[config.mk]
export PLATFORM = sky130hd
export DESIGN_NAME = dmem_arbiter
export DESIGN_NICKNAME = d
export VERILOG_FILES = /design/src/rtl/dmem_arbiter.sv
export SDC_FILE = /design/constraint.sdc
export NUM_CORES = 1
export LEC_CHECK = 0
export ABC_AREA = 1
export CAP_MARGIN = 5
export CORE_AREA = 2 2 118 120
export CTS_CLUSTER_DIAMETER = 40
export CTS_CLUSTER_SIZE = 8
export DETAILED_ROUTE_END_ITERATION = 10
export DIE_AREA = 0 0 120 122
export PLACE_DENSITY = 0.79
export SLEW_MARGIN = 10
export SYNTH_ARGS = -nofsm -noshare
export SYNTH_HDL_FRONTEND = slang
export SYNTH_SLANG_ARGS = --single-unit
[constraint.sdc]
create_clock -name clk -period 7.5 [get_ports clk]
set_input_delay 1.5 -clock clk [delete_from_list [all_inputs] [get_ports clk]]
set_output_delay 1.5 -clock clk [all_outputs]
set_load 0.05 [all_outputs]
[src/rtl/dmem_arbiter.sv]
// Round-robin two-port arbiter in front of a single-port data memory.
// Supports per-port ownership locks bounded by LOCK_MAX and returns registered read data.
module dmem_arbiter #(
  parameter int unsigned AW       = 32,
  parameter int unsigned DW       = 32,
  parameter int unsigned LOCK_MAX = 16
) (
  input  logic          clk,
  input  logic          rst,
  input  logic          req0,
  input  logic          req1,
  input  logic          we0,
  input  logic          we1,
  input  logic [AW-1:0] adr0,
  input  logic [AW-1:0] adr1,
  input  logic [DW-1:0] din0,
  input  logic [DW-1:0] din1,
  input  logic          lock0,
  input  logic          lock1,
  output logic          gnt0,
  output logic          gnt1,
  output logic          rvalid0,
  output logic          rvalid1,
  output logic [DW-1:0] rdata0,
  output logic [DW-1:0] rdata1,
  output logic          mem_we,
  output logic [AW-1:0] mem_adr,
  output logic [DW-1:0] mem_din,
  input  logic [DW-1:0] mem_dout
);

  localparam int unsigned CW = $clog2(LOCK_MAX + 1);

  typedef enum logic [1:0] {IDLE, OWN0, OWN1} state_t;

  state_t          state_q, state_d;
  logic            last_q, last_d;
  logic [CW-1:0]   lock_cnt_q, lock_cnt_d;
  logic            rvalid0_q, rvalid0_d, rvalid1_q, rvalid1_d;
  logic [DW-1:0]   rdata0_q, rdata0_d, rdata1_q, rdata1_d;
  logic            g0, g1, expired;

  assign expired = (lock_cnt_q == CW'(LOCK_MAX));

  // An expired lock grants nothing in its last cycle so the owner never exceeds LOCK_MAX grants.
  always_comb begin
    g0 = 1'b0;
    g1 = 1'b0;
    if (!rst) begin
      case (state_q)
        IDLE: begin
          if (req0 && req1) begin
            g0 = last_q;
            g1 = !last_q;
          end else begin
            g0 = req0;
            g1 = req1;
          end
        end
        OWN0:    g0 = req0 && !expired;
        OWN1:    g1 = req1 && !expired;
        default: ;
      endcase
    end
  end

  always_comb begin
    mem_we  = 1'b0;
    mem_adr = '0;
    mem_din = '0;
    if (g0) begin
      mem_we  = we0;
      mem_adr = adr0;
      mem_din = din0;
    end else if (g1) begin
      mem_we  = we1;
      mem_adr = adr1;
      mem_din = din1;
    end
  end

  always_comb begin
    state_d    = state_q;
    last_d     = last_q;
    lock_cnt_d = lock_cnt_q;
    if (g0) last_d = 1'b0;
    if (g1) last_d = 1'b1;
    case (state_q)
      IDLE: begin
        if (g0 && lock0) begin
          state_d    = OWN0;
          lock_cnt_d = CW'(1);
        end else if (g1 && lock1) begin
          state_d    = OWN1;
          lock_cnt_d = CW'(1);
        end
      end
      OWN0: begin
        if (!lock0 || expired) begin
          state_d    = IDLE;
          lock_cnt_d = '0;
          if (lock0) last_d = 1'b0;
        end else begin
          lock_cnt_d = lock_cnt_q + CW'(1);
        end
      end
      OWN1: begin
        if (!lock1 || expired) begin
          state_d    = IDLE;
          lock_cnt_d = '0;
          if (lock1) last_d = 1'b1;
        end else begin
          lock_cnt_d = lock_cnt_q + CW'(1);
        end
      end
      default: begin
        state_d    = IDLE;
        lock_cnt_d = '0;
      end
    endcase
  end

  always_comb begin
    rvalid0_d = g0 && !we0;
    rvalid1_d = g1 && !we1;
    rdata0_d  = rvalid0_d ? mem_dout : rdata0_q;
    rdata1_d  = rvalid1_d ? mem_dout : rdata1_q;
  end

  always_ff @(posedge clk or posedge rst) begin
    if (rst) begin
      state_q    <= IDLE;
      last_q     <= 1'b1;
      lock_cnt_q <= '0;
      rvalid0_q  <= 1'b0;
      rvalid1_q  <= 1'b0;
      rdata0_q   <= '0;
      rdata1_q   <= '0;
    end else begin
      state_q    <= state_d;
      last_q     <= last_d;
      lock_cnt_q <= lock_cnt_d;
      rvalid0_q  <= rvalid0_d;
      rvalid1_q  <= rvalid1_d;
      rdata0_q   <= rdata0_d;
      rdata1_q   <= rdata1_d;
    end
  end

  assign gnt0    = g0;
  assign gnt1    = g1;
  assign rvalid0 = rvalid0_q;
  assign rvalid1 = rvalid1_q;
  assign rdata0  = rdata0_q;
  assign rdata1  = rdata1_q;

endmodule
# Yosys cells after proc, flatten, opt, wreduce, memory -nomap -nowiden
# Index checks and enable logic that the tools add are counted.
[op_classes]
n_addsub = 1
eq_ne = 6
mux = 29
n_reduce_logical = 17
[op_table]
columns = ["op", "n"]
rows = [
  ["2-to-1 mux 32 bit", 4],
  ["2-to-1 mux 5 bit", 4],
  ["one-hot mux 5 bit (3 select lines)", 1],
  ["2-to-1 mux 1 bit", 12],
  ["2-to-1 mux 2 bit", 4],
  ["logical AND 1 bit", 7],
  ["logical NOT 1 bit", 6],
  ["one-hot mux 1 bit (2 select lines)", 3],
  ["one-hot mux 2 bit (3 select lines)", 1],
  ["adder 5 x 1 -> 5 bit (second input constant)", 1],
  ["== test 5 bit (second input constant)", 1],
  ["!= test 2 bit (second input constant)", 2],
  ["!= test 3 bit (second input constant)", 1],
  ["AND reduction 3 bit", 1],
  ["== test 2 x 1 -> 1 bit (second input constant)", 1],
  ["== test 2 bit (second input constant)", 1],
  ["logical NOT 2 bit", 1],
  ["logical OR 1 bit", 2],
]
[word_totals]
ff_bits = 74
output_inout_bits = 133
word_cells = 60

# Logic depth before layout (Yosys ltp)
[logic_depth]
depth_word = 10
depth_mapped = 13
mapped_depth_nobuf = 12

# Least setup slack after synthesis
# Ideal clock, no wire load.
[synth_path]
path_kind = "input-to-output"
from = "in req1"
to = "out mem_adr[22]"
arrival_time_ns = 2.944
required_ns = 6.000
path_slack_ns = 3.056
cell_stages = 7
cell_sequence = "inv_1 -> nor2_1 -> nand2_2 -> inv_1 -> clkbuf_1 -> nand3_1 -> nand2_1"
[synth_via]
elab_chain_len = 6
[synth_lines]
columns = ["element", "line_no", "text"]
rows = [
  ["start, declared", "11", "input logic req1,"],
  ["logical AND 1 bit", "52", "if (req0 && req1) begin"],
  ["2-to-1 mux 1 bit", "52", ""],
  ["one-hot mux 1 bit (2 select lines) (*)", "50", "case (state_q)"],
  ["2-to-1 mux 1 bit (*)", "49", "if (!rst) begin"],
  ["via gnt1", "21", "output logic gnt1,"],
  ["2-to-1 mux 32 bit (*)", "75", "end else if (g1) begin"],
  ["2-to-1 mux 32 bit (*)", "71", "if (g0) begin"],
  ["end, declared", "27", "output logic [AW-1:0] mem_adr,"],
]
# The timed path passes the listed nets; every way through them passes the cells marked *.

# Worst setup path after layout
[layout_path]
from = "in req1"
to = "out mem_adr[9]"
[layout_via]
elab_chain_len = 6
[layout_lines]
columns = ["element", "line_no"]
rows = [
  ["logical AND 1 bit", "52"],
  ["2-to-1 mux 1 bit", "52"],
  ["one-hot mux 1 bit (2 select lines)", "50"],
  ["2-to-1 mux 1 bit", "49"],
  ["2-to-1 mux 32 bit", "75"],
  ["2-to-1 mux 32 bit (*)", "71"],
]
# Every way passes the cells marked *; elsewhere a longest branch is shown, timed or not.

==> out/results.tsv <==
metric	value	unit
sw frac	0.510	
worst supply voltage drop on vdd	0.000246	V
initial antenna violation count	0	
cell type with the highest occurrence count on the critical path	clkdlybuf4s50_1	
Top-Level Pins	301	
GRT Resource Usage Total	0.189	
Reg clk slew, reported paths	60	ps
gate count after technology mapping	560	
residual DRC count	0	
timing startpoint of the critical path	req1	
Seq cells post-synth	74	
number of filler instances in the final layout	1216	
Reg2Reg Depth	12	
dominant synthesized flop cell	dfrtp_1	
utilization after layout	0.560	
average wire per cell in the routed design	14.3	µm
setup violation total in the final timing report	0	
drt pass-1 iters	4	
placed standard-cell area	7220	µm²
TritonCTS clock tree	yes	
number of flops mapped to enable cells by yosys	0	
crit path launch type	primary input	
skew final	6.92	ps
power dissipated by switching net loads	1.57	mW
number of H-tree levels	3	
CP max-delay cell	clkdlybuf4s50_1	
final worst-path cycle share	0.766	
unique cell type count in the Yosys netlist	25	
number of vias after detailed routing	4629	
outcome	finished clean	
Avg Inst Size Synth	7.48	µm²
Synthesized Nets	734	
worst-case hold path end point	rdata0[22]	
launch point of the worst hold path	rdata0[22]	
vias per std cell	4.52	
die footprint	14600	µm²
headroom to the max-slew limit	0.289	
latest clock arrival within the worst-skew pair	330	ps
Synth area leaders	dfrtp_1 (44%), nand2_1 (18%), nand3_1 (9.9%)	
CTS sink cnt	74	
row cnt	43	
Worst Hold Class	reg2reg	
x dimension of the die	120	µm
minimum clock period after layout	5750	ps
reg-to-reg startpoint	lock_cnt_q[0]	
growth of design area from synthesis to finish	80.5	%
maximum number of pins on one net before global-route repair	75	
Leak Pwr	3.55	nW
Post-layout nets	1014	
post-cts sizing count	0	
most numerous cell types in the synthesized netlist	nand2_1 (204), nand3_1 (83), dfrtp_1 (73)	
Worst Path Class, Setup	in2out	
proportion of power drawn by the clock network	0.156	
combined buffer and inverter count along the critical path	4	
depth of the worst hold-timing path	2	
CTS Root Buffer Type	clkbuf_16	
combinational group share of total power	0.622	
clock buffers created by TritonCTS	9	
share of async-settable or async-resettable flops after synthesis	1.00	
Fin Hold WS	482	ps
total half-perimeter wirelength after legalization and detailed placement	11100	µm
initial cell density of the core	0.310	
Final GP Congestion	0.826	
CP endpoint kind	primary output	
largest fanout on the critical path	66	
R2R Setup Slk	4600	ps
Post-CTS Setup Inserts	0	
measured slew at the worst slew-check pin	1070	ps
number of global-route vias before repair	4138	
final hold vios	0	
Data required, critical path	6000	ps
Int Power	1.51	mW
Reg-to-Reg End	rdata0[17]	
share of cells above drive strength 1	0.0864	
number of synthesis warnings	0	
post-synth design cell area	4190	µm²
dominant delay contributor by cell family on the critical path	buffers and inverters	
total negative slack	0	ps
area of the core	13500	µm²
# port buffers	300	
initial detailed-routing violation count	292	
vertical extent of the die	122	µm
remaining number of nets flagged by the antenna check after routing	0	
sequential power share	0.222	
wire length of the first global-routing pass	22000	µm
Finished Cell Area	7560	µm²
cells along the critical path	clkdlybuf4s50_1 > inv_1 > nor2_1 > nand2_2 > inv_2 > nand3_1 > nand2_1 > clkdlybuf4s50_1	
largest area contributor in the netlist	dfrtp_1	
Critical Path AT	4250	ps
power density normalized to cell area	409	nW/µm²
proportion of netlist area held by the largest area contributor	0.436	
sequential element share of the synthesized area	0.443	
Max Freq	174	MHz
number of inserted diodes	0	
maximum clock insertion buffer count	2	
top-count cell post-synth	nand2_1	
setup repair after global routing missed its margin	no	
final number of max-transition violations	0	
CP peak stage delay	800	ps
max cap viols	0	
final wirelength	14600	µm
grt total ovfl	0	
number of buffers added to fix hold violations after cts	0	
[worst min-delay path: stages, from the launching register on]
cell	delay [ps]
dfrtp_1	340
nand2_1	50
o21ai_0	60
[power groups by stage]
stage          registers [mW]  clock network [mW]  logic (mW)
2_1_floorplan            1.25                   0       0.703
3_5_place_dp            0.688                   0        1.93
4_1_cts                 0.685               0.494        1.93
5_1_grt                 0.709               0.512        2.02
3_3_place_gp            0.682                   0        1.91
6_report                0.685               0.482        1.92
[per-layer routing]
layer  vias up  share of wire  global-route usage
met5         -              0                   0
met4         0          0.019              0.0625
met3        20          0.076              0.0440
met2       179           0.51               0.334
met1      2098           0.39               0.227
li1       2332              -                   -
[registers in the layout, indices dropped and copies added (netlist names)]
name and count:
state_q 2, lock_cnt_q 5, rdata1 32, rdata0 32, last_q 1, rvalid1 1, rvalid0 1
[placed cells by master, fill, tap and decap left out, drive strengths merged, types with 2 or more instances in the layout]
cell,count
nand2,227
buf,3
nor2,9
nand3,83
a21oi,2
clkinv,2
o21ai,67
nand4,3
clkdlybuf4s50,300
inv,54
clkbuf,10
bufinv,2
dfrtp,73
ha,6
[layout make-up]
type	count	area, µm²	share of cell area
clock buffers	10	239	0.0316
clock inverters	6	97.6	0.0129
inverters	52	195	0.0258
multi-input cells	400	1920	0.254
flip-flops and latches	74	1850	0.245
well taps	180	225	0.0298
repair buffers	303	3030	0.400
[logic make-up (layout without fill, tap and decap cells)]
kind of cell,Yosys count,count (layout),synth area share
adder cells (fa/ha/maj),6,6,0.0179
flip-flops,74,74,0.443
AO/OA/AOI/OAI,70,70,0.105
AND/OR/NAND/NOR,323,323,0.334
buffers and inverters,86,371,0.0980
XOR/XNOR,1,1,0.00209
[worst max path at each step]
| stage | slack [ps] | to | cells after the start |
|---|---|---|---|
| finish | 1750 | mem_adr[9] | 8 |
| global route | 1560 | mem_adr[9] | 8 |
| CTS | 1750 | mem_adr[9] | 8 |
| detailed placement | 1770 | mem_adr[9] | 7 |
| global placement | 1740 | mem_adr[9] | 8 |
| floorplan | 3060 | mem_adr[22] | 7 |
[metrics by stage]
| stage | power (mW) | std cells | setup WS [ps] |
|---|---|---|---|
| finish | 3.09 | 1025 | 1750 |
| global route | 3.24 | 1025 | 1560 |
| CTS | 3.11 | 1025 | 1750 |
| detailed placement | 2.62 | 1009 | 1770 |
| global placement | 2.60 | 1009 | 1740 |
| floorplan | 1.95 | 560 | 3060 |
No activity file was read; power rests on OpenSTA's default activity.
